## src/rtl/alu_pkg.sv

```systemverilog
// alu_pkg: shared definitions for the pipelined ALU.
//   - 4-bit opcode map (OP_MOVB .. OP_MUL)
//   - CCR / flag bit positions, packed as {V,C,N,Z}
//   - FSM state encoding used by alu_pipe when the multiplier (ALU_MUL_EN) is built
package alu_pkg;

    localparam logic [3:0] OP_MOVB = 4'b0000;
    localparam logic [3:0] OP_ADD  = 4'b0001;
    localparam logic [3:0] OP_SUB  = 4'b0010;
    localparam logic [3:0] OP_AND  = 4'b0011;
    localparam logic [3:0] OP_OR   = 4'b0100;
    localparam logic [3:0] OP_RLC  = 4'b0101;
    localparam logic [3:0] OP_RRC  = 4'b0110;
    localparam logic [3:0] OP_SETC = 4'b0111;
    localparam logic [3:0] OP_CLRC = 4'b1000;
    localparam logic [3:0] OP_NOT  = 4'b1001;
    localparam logic [3:0] OP_NEG  = 4'b1010;
    localparam logic [3:0] OP_INCB = 4'b1011;
    localparam logic [3:0] OP_DECB = 4'b1100;
    localparam logic [3:0] OP_DECA = 4'b1101;
    localparam logic [3:0] OP_MOVA = 4'b1110;
    localparam logic [3:0] OP_MUL  = 4'b1111;

    localparam int CCR_Z = 0;
    localparam int CCR_N = 1;
    localparam int CCR_C = 2;
    localparam int CCR_V = 3;

    typedef enum logic [0:0] {
        ST_IDLE    = 1'b0,
        ST_MUL_RUN = 1'b1
    } alu_state_e;

endpackage

```

## src/rtl/alu_core.sv

```systemverilog
// alu_core: purely combinational single-cycle ALU datapath.
// Ports:
//   A, B       in   WIDTH  operands
//   opcode     in   4      operation select (see alu_pkg)
//   ccr_in     in   4      current CCR {V,C,N,Z}; supplies carry-in and untouched flags
//   res        out  WIDTH  result
//   flags_nxt  out  4      {V,C,N,Z} to be registered with the result
// Opcode 1111 is reported as the undefined op (res=0, flags=0); when the
// multiplier is built the pipe takes that opcode down its own path instead.
module alu_core
    import alu_pkg::*;
#(
    parameter int WIDTH = 8
) (
    input  logic [WIDTH-1:0] A,
    input  logic [WIDTH-1:0] B,
    input  logic [3:0]       opcode,
    input  logic [3:0]       ccr_in,
    output logic [WIDTH-1:0] res,
    output logic [3:0]       flags_nxt
);

    localparam logic [WIDTH-1:0] MIN_NEG = {1'b1, {(WIDTH-1){1'b0}}};
    localparam logic [WIDTH:0]   ONE_X   = (WIDTH+1)'(1);

    logic [WIDTH:0] sum;
    logic           upd_zn;

    always_comb begin
        res       = '0;
        flags_nxt = ccr_in;
        sum       = '0;
        upd_zn    = 1'b0;
        case (opcode)
            OP_MOVB: res = B;
            OP_ADD: begin
                sum = {1'b0, A} + {1'b0, B};
                res = sum[WIDTH-1:0];
                flags_nxt[CCR_C] = sum[WIDTH];
                flags_nxt[CCR_V] = (A[WIDTH-1] == B[WIDTH-1]) && (sum[WIDTH-1] != A[WIDTH-1]);
                upd_zn = 1'b1;
            end
            OP_SUB: begin
                // bit WIDTH of the extended difference is the borrow
                sum = {1'b0, A} - {1'b0, B};
                res = sum[WIDTH-1:0];
                flags_nxt[CCR_C] = sum[WIDTH];
                flags_nxt[CCR_V] = (A[WIDTH-1] != B[WIDTH-1]) && (sum[WIDTH-1] != A[WIDTH-1]);
                upd_zn = 1'b1;
            end
            OP_AND: begin
                res    = A & B;
                upd_zn = 1'b1;
            end
            OP_OR: begin
                res    = A | B;
                upd_zn = 1'b1;
            end
            OP_RLC: begin
                res = {B[WIDTH-2:0], ccr_in[CCR_C]};
                flags_nxt[CCR_C] = B[WIDTH-1];
                flags_nxt[CCR_V] = B[WIDTH-2] ^ B[WIDTH-1];
            end
            OP_RRC: begin
                res = {ccr_in[CCR_C], B[WIDTH-1:1]};
                flags_nxt[CCR_C] = B[0];
                flags_nxt[CCR_V] = ccr_in[CCR_C] ^ B[WIDTH-1];
            end
            OP_SETC: flags_nxt[CCR_C] = 1'b1;
            OP_CLRC: flags_nxt[CCR_C] = 1'b0;
            OP_NOT: begin
                res    = ~B;
                upd_zn = 1'b1;
            end
            OP_NEG: begin
                res = ~B + WIDTH'(1);
                flags_nxt[CCR_V] = (B == MIN_NEG);
                upd_zn = 1'b1;
            end
            OP_INCB: begin
                sum = {1'b0, B} + ONE_X;
                res = sum[WIDTH-1:0];
                flags_nxt[CCR_C] = sum[WIDTH];
                flags_nxt[CCR_V] = !B[WIDTH-1] && sum[WIDTH-1];
                upd_zn = 1'b1;
            end
            OP_DECB: begin
                sum = {1'b0, B} - ONE_X;
                res = sum[WIDTH-1:0];
                flags_nxt[CCR_C] = sum[WIDTH];
                flags_nxt[CCR_V] = B[WIDTH-1] && !sum[WIDTH-1];
                upd_zn = 1'b1;
            end
            OP_DECA: begin
                sum = {1'b0, A} - ONE_X;
                res = sum[WIDTH-1:0];
                flags_nxt[CCR_C] = sum[WIDTH];
                flags_nxt[CCR_V] = A[WIDTH-1] && !sum[WIDTH-1];
                upd_zn = 1'b1;
            end
            OP_MOVA: res = A;
            default: begin
                res       = '0;
                flags_nxt = '0;
            end
        endcase
        if (upd_zn) begin
            flags_nxt[CCR_Z] = (res == '0);
            flags_nxt[CCR_N] = res[WIDTH-1];
        end
    end

endmodule

```

## src/rtl/alu_pipe.sv

```systemverilog
// alu_pipe: WIDTH-bit ALU with one registered result stage, valid/ready
// handshakes on both sides and a live Condition Code Register.
// Ports:
//   clk, rst             clock (rising edge), asynchronous active-high reset
//   in_valid / in_ready  op issue handshake
//   A, B, opcode         operands and operation select
//   out_valid/out_ready  result retire handshake
//   out, flags           registered result and the {V,C,N,Z} produced with it
//   ccr                  live CCR {V,C,N,Z}
// Build option: define ALU_MUL_EN to make opcode 1111 an unsigned shift-add
// multiply taking WIDTH cycles; otherwise 1111 is the undefined op.
//
// state      | meaning
// -----------+-----------------------------------------------------------
// ST_IDLE    | accepting ops (subject to the output register being free)
// ST_MUL_RUN | multiply iterating one bit per cycle; no new ops accepted
module alu_pipe
    import alu_pkg::*;
#(
    parameter int WIDTH = 8
) (
    input  logic             clk,
    input  logic             rst,
    input  logic             in_valid,
    output logic             in_ready,
    input  logic [WIDTH-1:0] A,
    input  logic [WIDTH-1:0] B,
    input  logic [3:0]       opcode,
    output logic             out_valid,
    input  logic             out_ready,
    output logic [WIDTH-1:0] out,
    output logic [3:0]       flags,
    output logic [3:0]       ccr
);

    logic [WIDTH-1:0] out_q;
    logic [3:0]       flags_q;
    logic [3:0]       ccr_q;
    logic             out_valid_q;

    logic [WIDTH-1:0] core_res;
    logic [3:0]       core_flags;
    logic             issue;
    logic             retire;

    alu_core #(.WIDTH(WIDTH)) u_core (
        .A         (A),
        .B         (B),
        .opcode    (opcode),
        .ccr_in    (ccr_q),
        .res       (core_res),
        .flags_nxt (core_flags)
    );

    assign issue  = in_valid && in_ready;
    assign retire = out_valid_q && out_ready;

`ifdef ALU_MUL_EN
    localparam int CNT_W = $clog2(WIDTH + 1);

    alu_state_e         state_q;
    logic [CNT_W-1:0]   cnt_q;
    logic [WIDTH-1:0]   mcand_q;
    logic [2*WIDTH-1:0] prod_q;
    logic [WIDTH:0]     psum_d;
    logic [2*WIDTH-1:0] prod_d;
    logic [3:0]         mul_flags_d;

    // prod_q starts as {0, B}; each step adds A into the upper half when the
    // current multiplier LSB is set, then shifts the whole product right.
    always_comb begin
        psum_d = {1'b0, prod_q[2*WIDTH-1:WIDTH]} + (prod_q[0] ? {1'b0, mcand_q} : '0);
        prod_d = {psum_d, prod_q[WIDTH-1:1]};
        mul_flags_d        = '0;
        mul_flags_d[CCR_C] = |prod_d[2*WIDTH-1:WIDTH];
        mul_flags_d[CCR_V] = |prod_d[2*WIDTH-1:WIDTH];
        mul_flags_d[CCR_N] = prod_d[WIDTH-1];
        mul_flags_d[CCR_Z] = ~|prod_d[WIDTH-1:0];
    end

    assign in_ready = (state_q == ST_IDLE) && (!out_valid_q || out_ready);

    always_ff @(posedge clk or posedge rst) begin
        if (rst) begin
            state_q     <= ST_IDLE;
            cnt_q       <= '0;
            mcand_q     <= '0;
            prod_q      <= '0;
            out_q       <= '0;
            flags_q     <= '0;
            ccr_q       <= '0;
            out_valid_q <= 1'b0;
        end else begin
            case (state_q)
                ST_IDLE: begin
                    if (issue && (opcode == OP_MUL)) begin
                        state_q <= ST_MUL_RUN;
                        cnt_q   <= CNT_W'(WIDTH);
                        mcand_q <= A;
                        prod_q  <= {{WIDTH{1'b0}}, B};
                        if (retire) begin
                            out_valid_q <= 1'b0;
                        end
                    end else if (issue) begin
                        out_q       <= core_res;
                        flags_q     <= core_flags;
                        ccr_q       <= core_flags;
                        out_valid_q <= 1'b1;
                    end else if (retire) begin
                        out_valid_q <= 1'b0;
                    end
                end
                ST_MUL_RUN: begin
                    prod_q <= prod_d;
                    cnt_q  <= cnt_q - CNT_W'(1);
                    // terminal count: this step produces the final product
                    if (cnt_q == CNT_W'(1)) begin
                        out_q       <= prod_d[WIDTH-1:0];
                        flags_q     <= mul_flags_d;
                        ccr_q       <= mul_flags_d;
                        out_valid_q <= 1'b1;
                        state_q     <= ST_IDLE;
                    end
                end
                default: state_q <= ST_IDLE;
            endcase
        end
    end
`else
    assign in_ready = !out_valid_q || out_ready;

    always_ff @(posedge clk or posedge rst) begin
        if (rst) begin
            out_q       <= '0;
            flags_q     <= '0;
            ccr_q       <= '0;
            out_valid_q <= 1'b0;
        end else begin
            if (issue) begin
                out_q       <= core_res;
                flags_q     <= core_flags;
                ccr_q       <= core_flags;
                out_valid_q <= 1'b1;
            end else if (retire) begin
                out_valid_q <= 1'b0;
            end
        end
    end
`endif

    assign out       = out_q;
    assign flags     = flags_q;
    assign ccr       = ccr_q;
    assign out_valid = out_valid_q;

endmodule
```

## config.mk

```make
export PLATFORM = sky130hd
export DESIGN_NAME = alu_pipe
export DESIGN_NICKNAME = d
export VERILOG_FILES = /design/src/rtl/alu_pkg.sv /design/src/rtl/alu_core.sv /design/src/rtl/alu_pipe.sv
export SDC_FILE = /design/constraint.sdc
export NUM_CORES = 1
export LEC_CHECK = 0
export CAP_MARGIN = 20
export CORE_UTILIZATION = 60
export DETAILED_ROUTE_END_ITERATION = 16
export PLACE_DENSITY = 0.84
export SYNTH_ARGS = -nofsm -noshare
export SYNTH_HDL_FRONTEND = slang
export SYNTH_SLANG_ARGS = --single-unit
export TNS_END_PERCENT = 50
```

## constraint.sdc

```tcl
create_clock -name clk -period 2.65 [get_ports clk]
set_input_delay 0.53 -clock clk [delete_from_list [all_inputs] [get_ports clk]]
set_output_delay 0.53 -clock clk [all_outputs]
set_load 0.01 [all_outputs]
```

==> reports/qor.txt, run 1 <==
Seq/Total Area, Yosys: 10.5%
number of global-route vias before repair: 5467
status: did not finish
share of flip-flops with an asynchronous set or reset: 100%
H-tree depth: 1
HPWL after detailed placement: 10400 um
syn_nets: 452
placed insts: 601
post-synth top area share: 12.9%
stage where the run ended: 5_1_grt
clock sink total: 13
Mapped Avg Cell Area: 7.88 um2
GPL Wtd Cong: 1.06
root buf cell: clkbuf_8
stop err: [ERROR GRT-0116] Global routing finished with congestion. Check the congestion regions in the DRC Viewer.
Num CTS Buffers: 3
synth warn: 0
synth unique cells: 83
Cell Rows: 25
GRT Util Overall: 78.3%
Die Ht: 73.9 um
initial core utilization: 64.0%
Placed Instance Area: 4360 um2
cell count after synthesis: 394
cell taking the most area after synthesis: ha_1
CTS max path bufs: 2
I/O pin count: 42
Die X: 73.9 um
total grt overflow: 56
global-route wire length before repair: 31700 um
Top FF cell, synth: dfrtp_1
Post-synth EDFFs: 0
synthesized area: 3100 um2
cells taking the most area after synthesis: ha_1 (13%), dfrtp_1 (10%), xnor2_1 (4.8%)
Synth Register Bits: 13
count of hold-fix buffers inserted at cts: 0
Post-synth top cells: ha_1 (32), nand2_1 (32), inv_1 (26)
pin count of the biggest net entering global routing: 14
port bufs: 41
dpl ws: -0.782 ns
what timing repair did:
| item | in CTS |
|---|---|
| buffers inserted | 10 |
| cloned | 0 |
| pin swaps | 19 |
| gates resized for setup | 69 |
| setup endpoints to repair | 10 |
kinds of logic after synthesis:
logic type               after synthesis  synth area share [%]
AND/OR/NAND/NOR                      137                  24.6
AO/OA/AOI/OAI                        116                  28.0
adder cells (fa/ha/maj)               34                  14.2
multiplexers                          14                  4.92
buffers and inverters                 58                  11.6
XOR/XNOR                              22                  6.21
flip-flops                            13                  10.5
metrics by stage:
step           util [%]  setup TNS (ns)
2_1_floorplan         -               0
3_3_place_gp       89.9           -4.63
3_5_place_dp       89.9           -5.14
4_1_cts            96.0               0
routing by layer:
layer  GRT usage [%]  GRT overflow
met1            78.0             1
met2            95.4            29
met3            59.1             0
met4            87.8            26
met5            15.7             0
==> run 2, diff against run 1 <==
CORE_UTILIZATION = 40   (was 60)
PLACE_DENSITY = default   (was 0.84)
PLACE_DENSITY_LB_ADDON = 0.15   (was default)
==> run 2 against run 1 <==
Net effect:
- the flow now finishes without violations
- synthesized area unchanged
- synthesized cell count unchanged
==> reports/qor.txt, run 2 <==
post-route setup slack: 0.0616 ns
ANT cells: 0
Num CTS Buffers: 3 (unchanged)
Pint: 0.828 mW
synth warn: 0 (unchanged)
Final Cell Area: 5040 um2
multi-input logic area: 2770 um2
LEAKAGE: 2.23 nW
root buf cell: clkbuf_8 (unchanged)
cells taking the most area after synthesis: ha_1 (13%), dfrtp_1 (10%), xnor2_1 (4.8%) (unchanged)
Largest register FFs: 8
clock transition at the registers of the reported paths: 0.05 ns
die area: 8120 um2
initial core utilization: 42.1% (was 64.0%)
GPL Wtd Cong: 0.981 (was 1.06)
Crit Path Class: primary input to register
CP Capture Type: register
FF/Latch Area: 325 um2
Top FF cell, synth: dfrtp_1 (unchanged)
Fin Hold WS: 0.478 ns
Layout fillers: 612
# DRC: 0
power share of the clock group: 12.8%
sequential share of power: 18.8%
global-route wire length before repair: 19800 um
most common cell after layout, fill and taps aside: buf_4
cell count after synthesis: 394 (unchanged)
top fanout value on the critical path: 5
worst skew pair latency: 0.24 ns
synth unique cells: 83 (unchanged)
PD cells: 271 nW/um2
pin count of the biggest net entering global routing: 21
synthesized area: 3100 um2 (unchanged)
Max Clock Freq: 386 MHz
Detail Route Antenna Nets: 0
Slew Limit Fails: 0
WP data arrival: 2.72 ns
syn_nets: 452 (unchanged)
dpl ws: -0.814 ns (was -0.782 ns)
via count: 3848
Die Ht: 90.1 um (was 73.9 um)
Worst setup SP type: primary input
P_sw: 0.537 mW
vias per cell: 5.87
H-tree depth: 1 (unchanged)
I/O pin count: 42 (unchanged)
Seq/Total Area, Yosys: 10.5% (unchanged)
Max Cap Viol: 0
layout cells sized above 1: 43.1%
CTS max path bufs: 2 (unchanged)
Cell Rows: 31 (was 25)
sw frac: 39.3%
core area: 7370 um2
total grt overflow: 0
Synth Register Bits: 13 (unchanged)
Post-synth EDFFs: 0 (unchanged)
fin crit period: 2.59 ns
HPWL after detailed placement: 9730 um (was 10400 um)
clock skew: 0.00154 ns
initial antenna violation count: 0
worst vdd ir: 0.116 mV
drt total wl: 12800 um
worst rel slew slack: 68.1%
WL per Instance: 19.5 um
CP required: 2.78 ns
share of flip-flops with an asynchronous set or reset: 100% (unchanged)
status: complete, no violations (was did not finish)
Mapped Avg Cell Area: 7.88 um2 (unchanged)
final core occ: 68.4%
Die X: 90.1 um (was 73.9 um)
CTS tree: built
Post-synth top cells: ha_1 (32), nand2_1 (32), inv_1 (26) (unchanged)
Hold Crit Class: register to register
Combinational Power Share: 68.4%
post-synth top area share: 12.9% (unchanged)
final net count: 616
cell taking the most area after synthesis: ha_1 (unchanged)
area grow syn2layout: 62.4%
final setup vio count: 0
Final Hold Vio Count: 0
Final Power: 1.36 mW
worst slew pin tran: 0.479 ns
port bufs: 41 (unchanged)
number of global-route vias before repair: 3731
GRT Util Overall: 30.8%
count of hold-fix buffers inserted at cts: 0 (unchanged)
period utilization: 97.7%
first drt pass iteration count: 5
clock sink total: 13 (unchanged)
DRT iter0 DRCs: 317
most frequent cells in the layout: buf_4 (136), nand2_1 (30), clkdlybuf4s50_1 (24), ha_1 (21), a21oi_1 (17)
Placed Instance Area: 4440 um2 (was 4360 um2)
## run 2: cell counts after synthesis
Identical to the previous run, type by type.
## run 2: worst max-delay path: stages
cell	delay, ns
clkdlybuf4s15_1	0.27
bufbuf_16	0.32
or4b_4	0.49
a211o_1	0.24
nand4_1	0.15
a2111oi_4	0.08
buf_4	0.16
nand4_1	0.14
nor4_2	0.05
a32o_2	0.28
## run 2: repair_timing
item	4_1_cts	5_1_grt
pin swaps	16	24
gates cloned	1	1
endpoints found under the setup margin	10	7
buffers inserted	8	8
gates resized for setup	63	60
## run 2: power by group through the flow
stage | clock network (mW) | registers [mW] | logic (mW)
floorplan | 0 | 0.274 | 0.396
global placement | 0 | 0.258 | 0.800
detailed placement | 0 | 0.261 | 0.808
CTS | 0.178 | 0.257 | 0.861
global route | 0.189 | 0.262 | 0.997
finish | 0.175 | 0.256 | 0.934
## run 2: metrics by stage
step / TNS (ns) / std cells
floorplan: 0 / 394
global placement: -5.76 / 635
detailed placement: -5.96 / 635
CTS: 0 / 647
global route: -0.0638 / 656
finish: 0 / 656
## run 2: cell type report
type / count / area share, %
Multi-Input combinational cell: 323 / 55.0
Timing Repair Buffer: 191 / 33.2
Sequential cell: 13 / 6.45
Tap cell: 99 / 2.46
Inverter: 26 / 2.03
Clock buffer: 4 / 0.893
## run 2: cell families (layout without fill, tap and decap cells)
| family | Yosys count | in the layout | share of synthesized area (%) |
|---|---|---|---|
| AOI/OAI and AO/OA | 116 | 116 | 28.0 |
| xor gates and xnor gates | 22 | 22 | 6.21 |
| adders and majority gates | 34 | 34 | 14.2 |
| buffers and inverters | 58 | 221 | 11.6 |
| DFF | 13 | 13 | 10.5 |
| muxes | 14 | 14 | 4.92 |
| and+or+nand+nor | 137 | 137 | 24.6 |
## run 2: routing by layer
| metal | global-route usage, % | wire length (um) | vias to the layer above | share of wire, % |
|---|---|---|---|---|
| li1 | - | - | 1792 | - |
| met1 | 39.7 | 5260 | 1849 | 41 |
| met2 | 52.4 | 6260 | 181 | 49 |
| met3 | 4.15 | 964 | 26 | 7.5 |
| met4 | 10.5 | 309 | 0 | 2.4 |
| met5 | 0 | 0 | - | 0 |
## run 2: path summary, 6_finish.rpt
kind	slack, ns	depth (start not counted)	start	endpoint
max	0.06	10	opcode[3]	ccr[0]
min	0.48	2	out[1]	out[1]
max reg2reg	0.95	7	ccr[2]	ccr[0]
min reg2reg	0.48	2	out[1]	out[1]
max in group asynchronous	1.71	2	rst	ccr[1]
min in group asynchronous	0.61	2	rst	ccr[0]
Power figures use the tool's default switching activity.
==> run 3, diff against run 2 <==
CORE_UTILIZATION = 45   (was 40)
==> run 3 against run 2 <==
Net effect:
- die area decreased by 11%
- clock-buffer cell count unchanged
- clock skew down 0.00063 ns
- power grew 1.6%
- critical path type unchanged
- largest cell class unchanged
- highest routed layer unchanged
==> reports/qor.txt, run 3 (synthesis results as in run 2) <==
clock transition at the registers of the reported paths: 0.05 ns (about the same)
GPL Wtd Cong: 0.998 (was 0.981)
CTS max path bufs: 2 (unchanged)
worst reg2reg path startpoint: ccr[2] (unchanged)
post-route setup slack: 0.0575 ns (was 0.0616 ns)
status: complete, no violations (unchanged)
hold path start: out[1] (unchanged)
WP data arrival: 2.77 ns (was 2.72 ns)
final net count: 626 (was 616)
ANT cells: 0 (unchanged)
WL per Instance: 20.8 um (was 19.5 um)
FF/Latch Area: 325 um2 (unchanged)
fin crit period: 2.59 ns (about the same)
placed insts: 618 (was 635)
core area: 6490 um2 (was 7370 um2)
Worst R2R Path Depth: 7 (unchanged)
sw frac: 39.5% (was 39.3%)
initial antenna violation count: 0 (unchanged)
hold endpoint: out[1] (unchanged)
Worst setup SP type: primary input (unchanged)
top fanout value on the critical path: 4 (was 5)
Layout fillers: 505 (was 612)
layout cells sized above 1: 44.6% (was 43.1%)
Slew Limit Fails: 0 (unchanged)
worst slew pin tran: 0.517 ns (was 0.479 ns)
worst rel slew slack: 65.0% (was 68.1%)
Max Clock Freq: 386 MHz (about the same)
period utilization: 97.8% (was 97.7%)
port bufs: 41 (unchanged)
Final Power: 1.39 mW (was 1.36 mW)
hold path depth: 2 (unchanged)
reg-to-reg slack, setup: 0.93 ns (was 0.95 ns)
total grt overflow: 0 (unchanged)
multi-input logic area: 2780 um2 (was 2770 um2)
Final Hold Vio Count: 0 (unchanged)
Final Cell Area: 5070 um2 (was 5040 um2)
sequential share of power: 18.6% (was 18.8%)
HPWL after detailed placement: 9750 um (was 9730 um)
CP Capture Type: register (unchanged)
area grow syn2layout: 63.3% (was 62.4%)
die area: 7230 um2 (was 8120 um2)
most frequent cells in the layout: buf_4 (142), nand2_1 (30), clkdlybuf4s50_1 (25), ha_1 (23), a21oi_1 (18) (was buf_4 (136), nand2_1 (30), clkdlybuf4s50_1 (24), ha_1 (21), a21oi_1 (17))
I/O pin count: 42 (unchanged)
# DRC: 0 (unchanged)
global-route wire length before repair: 19700 um (was 19800 um)
vias per cell: 6.28 (was 5.87)
clock sink total: 13 (unchanged)
LEAKAGE: 2.25 nW (was 2.23 nW)
reg-to-reg critical path endpoint: ccr[0] (unchanged)
Largest register FFs: 8 (unchanged)
DRT iter0 DRCs: 409 (was 317)
CTS tree: built (unchanged)
initial core utilization: 47.8% (was 42.1%)
count of hold-fix buffers inserted at cts: 0 (unchanged)
Hold Crit Class: register to register (unchanged)
root buf cell: clkbuf_8 (unchanged)
PD cells: 273 nW/um2 (was 271 nW/um2)
clock skew: 0.000905 ns (was 0.00154 ns)
power share of the clock group: 12.2% (was 12.8%)
Die X: 85.1 um (was 90.1 um)
final setup vio count: 0 (unchanged)
Cell Rows: 29 (was 31)
via count: 4045 (was 3848)
dpl ws: -0.721 ns (was -0.814 ns)
post-route insts no fill: 644 (was 656)
Pint: 0.838 mW (was 0.828 mW)
Crit Path Class: primary input to register (unchanged)
pin count of the biggest net entering global routing: 16 (was 21)
CP required: 2.82 ns (was 2.78 ns)
Num CTS Buffers: 3 (unchanged)
GRT Util Overall: 35.2% (was 30.8%)
P_sw: 0.548 mW (was 0.537 mW)
drt total wl: 13400 um (was 12800 um)
most common cell after layout, fill and taps aside: buf_4 (unchanged)
Detail Route Antenna Nets: 0 (unchanged)
worst skew pair latency: 0.24 ns (about the same)
Max Cap Viol: 0 (unchanged)
first drt pass iteration count: 5 (unchanged)
H-tree depth: 1 (unchanged)
Combinational Power Share: 69.1% (was 68.4%)
number of global-route vias before repair: 3742 (was 3731)
worst vdd ir: 0.146 mV (was 0.116 mV)
Placed Instance Area: 4420 um2 (was 4440 um2)
Die Ht: 85.1 um (was 90.1 um)
==> run 3: cell types whose count changed in the layout (fill, tap and decap cells not counted), moves of 2 or more <==
cell / before / now
inv_1: 15 / 13
dlymetal6s2s_1: 6 / 4
a221oi_2: 2 / 0
clkdlybuf4s15_1: 2 / 0
ha_1: 21 / 23
buf_6: 11 / 15
clkbuf_2: 1 / 4
buf_12: 5 / 2
buf_4: 136 / 142
==> run 3: worst max-delay path by stage <==
stage	slack (ns)	end	from	cells after the start
4_1_cts	0.001	ccr[0]	A[0]	11
2_1_floorplan	0.009	ccr[0]	B[4]	10
6_report	0.06	ccr[0]	B[1]	10
3_3_place_gp	-0.61	ccr[0]	A[0]	12
5_1_grt	-0.01	ccr[0]	B[0]	12
3_5_place_dp	-0.72	ccr[0]	A[2]	11
==> run 3: timing repair <==
action | 4_1_cts | 5_1_grt
endpoints found under the setup margin | 10 | 7
pin swaps | 25 | 29
buffers inserted | 11 | 9
gates resized for setup | 76 | 57
cloned | 1 | 2
==> run 3: critical path: stages <==
cell and delay [ns]:
buf_6 0.11, inv_8 0.07, ha_4 0.13, or3b_4 0.41, o311ai_4 0.32, o311ai_4 0.18
a221oi_4 0.35, o221ai_4 0.20, nor4_4 0.26, a32o_2 0.20
==> run 3: stage by stage <==
step	utilization, %	setup TNS, ns	hold slack [ns]
global placement	68.1	-5.03	0.461
detailed placement	68.1	-5.82	0.469
floorplan	-	0	0.407
global route	78.1	-0.00996	0.508
finish	78.1	0	0.472
CTS	73.8	0	0.480
==> run 3: power groups by stage <==
stage	Sequential, mW	Combinational (mW)	Clock, mW
final	0.258	0.958	0.169
after CTS	0.259	0.876	0.169
after floorplan	0.274	0.396	0
after global placement	0.258	0.791	0
after global routing	0.262	1.02	0.179
after detailed placement	0.261	0.802	0
==> run 3: cell type report <==
type	instances	area share, %
Sequential cell	13	6.42
Multi-Input combinational cell	323	54.8
Tap cell	77	1.90
Inverter	26	2.20
Clock buffer	4	0.888
Timing Repair Buffer	201	33.8
==> run 3: layer usage <==
layer	GRT usage (%)	part of all wire, %
met1	45.1	41
met3	4.57	7.4
met4	12.8	4.1
met5	0	0
met2	60.2	48
